--- src/rtl/cpu_bus_trace_monitor.sv ---
// cpu_bus_trace_monitor
//   Observes a 65xx CPU bus. Keeps a free-running cycle counter, pushes a
//   periodic sample every 2^INTERVAL_LOG2 cycles and an entry on every
//   address watchpoint hit into a show-ahead trace FIFO. A watchpoint hit can
//   optionally stall the CPU (ready=0) until a resume pulse is seen.
//
// Ports
//   clk, reset            clock, asynchronous active-high reset
//   address, data_i,      observed CPU bus (read data, write data, strobe)
//   data_o, write
//   wp_addr, wp_en        watchpoint slots (slot i at [i*ADDR_W +: ADDR_W])
//   halt_on_wp, resume    stall control
//   ready                 CPU ready input
//   cycle_count           current cycle number
//   trace_valid/ready/data trace stream, {periodic, wp_hit, write, data, address, stamp}
//   fifo_level            FIFO occupancy
//   drop_count            saturating count of entries lost to a full FIFO
module cpu_bus_trace_monitor #(
   parameter int unsigned ADDR_W        = 16,
   parameter int unsigned DATA_W        = 8,
   parameter int unsigned CNT_W         = 64,
   parameter int unsigned INTERVAL_LOG2 = 16,
   parameter int unsigned DEPTH         = 16,
   parameter int unsigned NUM_WP        = 2
) (
   input  logic                              clk,
   input  logic                              reset,
   input  logic [ADDR_W-1:0]                 address,
   input  logic [DATA_W-1:0]                 data_i,
   input  logic [DATA_W-1:0]                 data_o,
   input  logic                              write,
   input  logic [NUM_WP*ADDR_W-1:0]          wp_addr,
   input  logic [NUM_WP-1:0]                 wp_en,
   input  logic                              halt_on_wp,
   input  logic                              resume,
   output logic                              ready,
   output logic [CNT_W-1:0]                  cycle_count,
   output logic                              trace_valid,
   input  logic                              trace_ready,
   output logic [CNT_W+ADDR_W+DATA_W+2:0]    trace_data,
   output logic [$clog2(DEPTH):0]            fifo_level,
   output logic [15:0]                       drop_count
);

   localparam int unsigned AW = $clog2(DEPTH);
   localparam int unsigned LW = AW + 1;
   localparam int unsigned EW = CNT_W + ADDR_W + DATA_W + 3;
   // Low INTERVAL_LOG2 bits of the counter; all-zero mask means every cycle ticks.
   localparam logic [CNT_W-1:0] TICK_MASK = (CNT_W'(1) << INTERVAL_LOG2) - CNT_W'(1);

   typedef enum logic [1:0] {ST_RUN, ST_HALT, ST_STEP} state_t;

   state_t              state;
   logic [EW-1:0]       mem [DEPTH];
   logic [AW-1:0]       wr_ptr;
   logic [AW-1:0]       rd_ptr;
   logic [LW-1:0]       count;

   logic                wp_match;
   logic                hit;
   logic                tick;
   logic                capture;
   logic                pop;
   logic                full;
   logic                push_ok;
   logic [LW-1:0]       count_nxt;
   logic [DATA_W-1:0]   bus_data;
   logic [EW-1:0]       entry;

   // Watchpoint compare, capture decision and FIFO next occupancy.
   always_comb begin
      wp_match = 1'b0;
      for (int unsigned i = 0; i < NUM_WP; i++) begin
         if (wp_en[i] && (address == wp_addr[i*ADDR_W +: ADDR_W]))
            wp_match = 1'b1;
      end
      // ready=1 excludes HALT; STEP is excluded so a frozen address cannot re-trigger.
      hit      = wp_match && ready && (state != ST_STEP);
      tick     = (cycle_count & TICK_MASK) == '0;
      capture  = tick || hit;
      pop      = trace_valid && trace_ready;
      full     = (count == LW'(DEPTH));
      push_ok  = capture && (!full || pop);
      bus_data = write ? data_o : data_i;
      entry    = {tick, hit, write, bus_data, address, cycle_count};
      count_nxt = count;
      if (push_ok && !pop)
         count_nxt = count + LW'(1);
      else if (!push_ok && pop)
         count_nxt = count - LW'(1);
   end

   // Cycle counter, FIFO storage/pointers and drop counter.
   always_ff @(posedge clk or posedge reset) begin
      if (reset) begin
         cycle_count <= '0;
         wr_ptr      <= '0;
         rd_ptr      <= '0;
         count       <= '0;
         trace_valid <= 1'b0;
         drop_count  <= '0;
         for (int unsigned i = 0; i < DEPTH; i++)
            mem[i] <= '0;
      end else begin
         cycle_count <= cycle_count + CNT_W'(1);
         // When full with a pop, wr_ptr equals rd_ptr: the slot being vacated takes the new tail.
         if (push_ok) begin
            mem[wr_ptr] <= entry;
            wr_ptr      <= wr_ptr + AW'(1);
         end
         if (pop)
            rd_ptr <= rd_ptr + AW'(1);
         count       <= count_nxt;
         trace_valid <= (count_nxt != '0);
         if (capture && full && !pop && (drop_count != 16'hFFFF))
            drop_count <= drop_count + 16'd1;
      end
   end

   // Stall FSM: ready is registered alongside the state.
   always_ff @(posedge clk or posedge reset) begin
      if (reset) begin
         state <= ST_RUN;
         ready <= 1'b1;
      end else begin
         case (state)
            ST_RUN: begin
               if (hit && halt_on_wp) begin
                  state <= ST_HALT;
                  ready <= 1'b0;
               end
            end
            ST_HALT: begin
               if (resume) begin
                  state <= ST_STEP;
                  ready <= 1'b1;
               end
            end
            ST_STEP: begin
               state <= ST_RUN;
               ready <= 1'b1;
            end
            default: begin
               state <= ST_RUN;
               ready <= 1'b1;
            end
         endcase
      end
   end

   // Show-ahead head; storage is cleared on reset so this reads 0 when empty after reset.
   assign trace_data = mem[rd_ptr];
   assign fifo_level = count;

endmodule

--- config.mk ---
export PLATFORM = sky130hd
export DESIGN_NAME = cpu_bus_trace_monitor
export DESIGN_NICKNAME = d
export VERILOG_FILES = /design/src/rtl/cpu_bus_trace_monitor.sv
export SDC_FILE = /design/constraint.sdc
export NUM_CORES = 2
export LEC_CHECK = 0
export ABC_AREA = 1
export ABC_CLOCK_PERIOD_IN_PS = 49500
export BUFFER_PORTS_ARGS = -buffer_cell sky130_fd_sc_hd__buf_2
export CAP_MARGIN = 20
export CELL_PAD_IN_SITES_DETAIL_PLACEMENT = 1
export CELL_PAD_IN_SITES_GLOBAL_PLACEMENT = 1
export CORE_MARGIN = 2
export CORE_UTILIZATION = 43
export CTS_CLUSTER_DIAMETER = 50
export DETAILED_ROUTE_END_ITERATION = 7
export PLACE_DENSITY = 0.82
export SYNTH_ARGS = -nofsm -noshare
export SYNTH_HDL_FRONTEND = slang
export SYNTH_SLANG_ARGS = --single-unit
--- constraint.sdc ---
create_clock -name clk -period 49.5 [get_ports clk]
set_input_delay 2.475 -clock clk [delete_from_list [all_inputs] [get_ports clk]]
set_output_delay 2.475 -clock clk [all_outputs]
set_load 0.05 [all_outputs]
Word-level counts from Yosys, hierarchy flattened
Index checks and enable logic that the tools add are counted.
Operators by class
  add/subtract/negate cells: 6
  bitwise logic cells: 2
  eq/ne operators: 8
  $lt $le $gt $ge: 3
  muxes and demuxes: 17
  reductions and logical operators: 22
Operator list (count)
  $bwmux 1456: 1
  $bmux 91 s4: 1
  $demux 91 s4: 1
  $mux 91: 3
  $add 64x1->64 const B: 1
  $logic_not 64->1: 1
  $eq 16x16->1: 2
  $add 16x1->16 const B: 1
  $ne 16x16->1 const B: 1
  $logic_and 1x1->1: 13
  $ge 5x5->1 const B: 2
  $mux 5: 2
  $not 4->5: 2
  $add 4x1->4 const B: 2
  $mux 8: 1
  $ne 2x2->1 const B: 3
  $add 5x1->5 const B: 1
  $eq 5x5->1 const B: 1
  $lt 5x1->1 const B: 1
  $reduce_bool 5->1: 1
  $sub 5x1->5 const B: 1
  $mux 1: 4
  $mux 2: 2
  $pmux 2 s2: 1
  other kinds (6): 9
Storage, ports and cells
  input port bits: 72
  word-level logic and storage cells: 82
  output and inout port bits: 178
  flip-flop bits (word level): 1553

Depth between registers and ports, before layout
  depth in word-level cells: 13
  depth in mapped cells: 17
  mapped depth without buffers: 16

Worst setup path after synthesis
OpenSTA, ideal clock, no wires.
  path kind: register -> output
  from: register rd_ptr[0]
  to: output trace_data[89]
  setup slack: 44.338 ns
  data arrival time: 2.687 ns
  buffers on the path: 4
  required time: 47.025 ns
  cell stages (with the launch flop): 9
  cells stage by stage: dfrtp_1 buf_2 clkbuf_1 clkbuf_1 clkbuf_1 nor2_1 o22ai_1 o21ai_0 o21ai_0
Between the ends
  cells in the longest elaborated chain, start to end: 4
Ends and longest elaborated chain
  start: declaration: line 56  | logic [AW-1:0] rd_ptr;
  start signal: assignment: line 112  | rd_ptr <= rd_ptr + AW'(1);
  $not 4->5 (implied by the code): line 152  | assign trace_data = mem[rd_ptr];
  $bmux 91 s4: line 152
  $mux 91 (implied by the code) (2 in series): line 152
  end: declaration: line 40  | output logic [CNT_W+ADDR_W+DATA_W+2:0] trace_data,
No other way between the ends. The select of a mux whose other input is x is not followed.

Final worst setup path
  from: register rd_ptr[0]
  to: output trace_data[34]
The elaborated chain is that of the path after synthesis.

==> run summary <==
The run finished with clean final reports. The setup clock skew after layout came out at about 50 ps. For this run the aggregate overflow at the end of global routing stands at 0.

The via count of the first global-routing pass came to 64.31k. STA classifies the critical path endpoint as a primary output. The sequential cells in the finished layout cover a total of between 0.03 and 0.04 sq mm. The ratio of routed vias to standard cells came out at 5.955. The met3 layer usage reported by global route is under 10%. The tree is rooted in a clkbuf_16. The number of DRC markers in iteration 0 is 5627. The final critical-path share of the clock period came out at 17.88%. STA puts the critical path data arrival time at 6380 ps. The share of the Yosys chip area taken by registers is between 50% and 60%. The total setup violations reported at the end of the flow came out at 0. Setup total negative slack on the finished layout was measured at 0 ps. Buffers added to address setup during post-CTS repair amount to 0.

The global placement routability congestion came out at 0.8625. Row generation in the floorplan step produced 147 rows. The final routed DRC violation total is 0. Synthesis produced a netlist with a net count of slightly above 8k. After global routing, the most crowded layer is met2. The maximum single-stage delay on the critical path came out at 920 ps.

The post-placement setup slack is 41370 ps. The worst-path cell with the longest stage delay is buf_4. STA classifies the critical path startpoint as a register. Hold repair after CTS inserted 0 buffers. The number of buffers added by the clock tree synthesis step is 183. Setup repair after global routing left no endpoint under its margin. Counting flops and latches in the post-synthesis netlist gives 1553. In this run, post-CTS repair resized a total of 0 instances. The total core area came out at ~0.16 sq mm. The Yosys step of the flow raised 0 warnings. The clock tree buffer depth came out at 3. TritonCTS built the clock tree. The met1 track demand over resource is 39.28%. Derived from the worst setup path, the maximum achievable clock frequency is 0.1130 GHz. The footprint of the multi-input gates came out at 0.02661 sq mm. Fill cells in the final layout number 18.80k. The starting density of the core came out at 43.21%. The final critical path time including I/O delays and setup is 8852 ps. The setup slack of the critical path after layout came out at 40650 ps. The met2 track demand over resource in global routing is roughly half. The slew at the pin closest to its max-slew limit is 1208 ps. The class of the most critical setup path is reg2out. A synthesized cell averages 8.580 sq um. The die covers around 0.16 sq mm.

The number of sinks driven by the clock tree is between 1.5k and 2k. The number of search-and-repair iterations in the first detailed-routing pass came out at 6. The final-report hold violation count was 0.

The number of antenna violations at the first check in global routing is 7. The top-level port count came out at 250. The number of instances in the synthesized netlist is 8077. The share of layout cells above drive strength 1 is just under 9%. The count of buffers added on input and output ports is 249. The critical path goes through inv_8 > buf_4 > buf_4 > buf_4 > nand2_1 > a221oi_1 > o21ai_0 > nand2_1 > buf_2. The wire length of the first global-routing pass is 379300 microns. Headroom to the max-slew limit came out at 18.71%.

Relative to the synthesized area, the layout overhead comes to 11.50%. Summed over all cells, the static leakage comes to 34.10 nW. The height of the die is between 400 and 500 microns.

The half-perimeter wire length after detailed placement came out at 134100 microns. The total routing usage reported by global routing is 29.60%. The largest driver fanout on the critical path is 134. The remaining antenna violation count is 0. In the final routed layout, each cell accounts on average for 23.86 microns.

In this run the most critical hold path is launched from mem[1343]. The synthesized netlist occupies a cell area of approximately 0.07 sq mm. At the worst endpoint, the required time is 47020 ps. The number of nets at the end of the flow came out at 7981. The later pin in the worst-skew pair is clocked with a latency of 840 ps. Entering global routing, the biggest net connects 181 pins. The startpoint of the worst-slack reg-to-reg timing path is cycle_count[6]. Synthesis instantiated 42 different standard cells from the library.

The critical path starts at rd_ptr[0]. Clock-pin slew was measured on the worst setup and hold paths at about 60 ps. The number of max-slew violations in the final report came out at 0.

The path type of the worst min-delay path is reg2reg. The total number of vias is 60.77k. The worst voltage drop across the vdd grid came out at 0.00004541 V. The die boundary width is 405.4 microns.

The max-cap violation count is 0. The detailed-route wire length came out at 243500 microns. The H-tree was split into 4 levels. Among the stages of the critical path, the cell type that occurs most often is buf_4. The power density over the cells is 53.18 mW/mm^2.
[sequential cells by signal, indices dropped and copies added (netlist names)]
| signal | cells |
|---|---|
| ready | 1 |
| fifo_level | 5 |
| wr_ptr | 4 |
| trace_valid | 1 |
| state | 2 |
| rd_ptr | 4 |
| mem | 1456 |
| drop_count | 16 |
| cycle_count | 64 |
[cells in the mapped netlist, drive strengths merged]
library cell     n  share of area [%]
nor4b            1              0.013
nor3b            2              0.022
a221o            1              0.014
mux2             1              0.016
clkbuf         357                1.9
ha              10               0.18
nand2         2179                 12
nand3b           2              0.022
xnor2            4              0.051
a221oi         181                2.3
dfstp            1              0.038
nor3            42               0.33
clkinv          23               0.12
nand4           32               0.30
nor4            19               0.20
nor2           485                2.7
nand3           34               0.25
a21boi           1              0.011
inv            156               0.84
a21oi          366                2.6
buf            343                2.8
a22oi            1              0.011
o22ai          183                1.7
mux2i            8               0.12
o21ai         2009                 15
dfrtp         1552                 56
and2             1             0.0090
xor2            83                1.0
[per-layer routing]
metal  routed length, microns  up-vias
met3                    18120      496
met2                   113600     2121
met5                       11        -
li1                         -    26972
met1                   103500    31181
met4                     8218        2
[critical path, delay by kind of cell (launching register included)]
family          cells  cell delay (ps)
buf+inv             5             3550
simple gates        2              390
compound gates      2              480
flops               1              820
[where the power goes]
part	internal, W	switching, W
Clock	0.000811	0.000577
Combinational	0.000319	0.00110
Sequential	0.00128	0.0000278
Total	0.00241	0.00170
[cell families (layout without fill, tap and decap cells)]
| kind of cell | Yosys count | after routing | share of synthesized area (%) |
|---|---|---|---|
| AO/OA/AOI/OAI | 2742 | 2742 | 21.13 |
| other | 0 | 1 | 0 |
| XOR/XNOR | 87 | 87 | 1.100 |
| adder cells (fa/ha/maj) | 10 | 10 | 0.1806 |
| buffers and inverters | 879 | 847 | 5.718 |
| multiplexers | 9 | 9 | 0.1318 |
| AND/OR/NAND/NOR | 2797 | 2797 | 15.66 |
| flip-flops | 1553 | 1553 | 56.08 |
[metrics by stage]
stage / cells / hold slack (ps) / total power [W] / util, % / cell area, sq um
global placement: 9867 / 466.1 / 0.002688 / 44.18 / 70850
floorplan: 8077 / 453.4 / 0.002254 / - / 69300
detailed placement: 9868 / 472.7 / 0.002710 / 44.20 / 70880
finish: 10206 / 482.7 / 0.004110 / 48.18 / 77270
global route: 10205 / 503.5 / 0.004263 / 48.18 / 77270
CTS: 10199 / 487.2 / 0.004103 / 48.09 / 77130
[cell type report]
cell class,count,area share [%]
Clock inverter,83,1.252
Tap cell,2160,3.498
Sequential cell,1553,50.31
Antenna cell,1,0.003238
Multi-Input combinational cell,5645,34.44
Timing Repair Buffer,337,2.748
Clock buffer,248,6.830
Inverter,179,0.9149
[path summary, 6_finish.rpt]
kind                       slack [ps]  depth (start not counted)        endpoint
max                             40650                          9  trace_data[34]
min                               480                          2       mem[1343]
max reg2reg                     44290                         13        mem[949]
min reg2reg                       480                          2       mem[1343]
max in group asynchronous       44640                          6        mem[240]
min in group asynchronous        1870                          2        mem[386]
[layout by cell type, fill, tap and decap left out, types with 34 or more instances in the layout]
master,synthesis,routed
nand2_1,2176,2159
dfrtp_1,1552,1548
o21ai_1,1443,1443
o21ai_0,566,566
nor2_1,476,476
a21oi_1,366,366
buf_2,263,249
clkbuf_16,0,186
o22ai_1,183,183
a221oi_1,181,181
inv_1,133,131
xor2_1,83,83
buf_4,29,73
nor3_1,40,40
clkbuf_8,0,39
nand3_1,34,34
(Power assumes the default switching activity.)
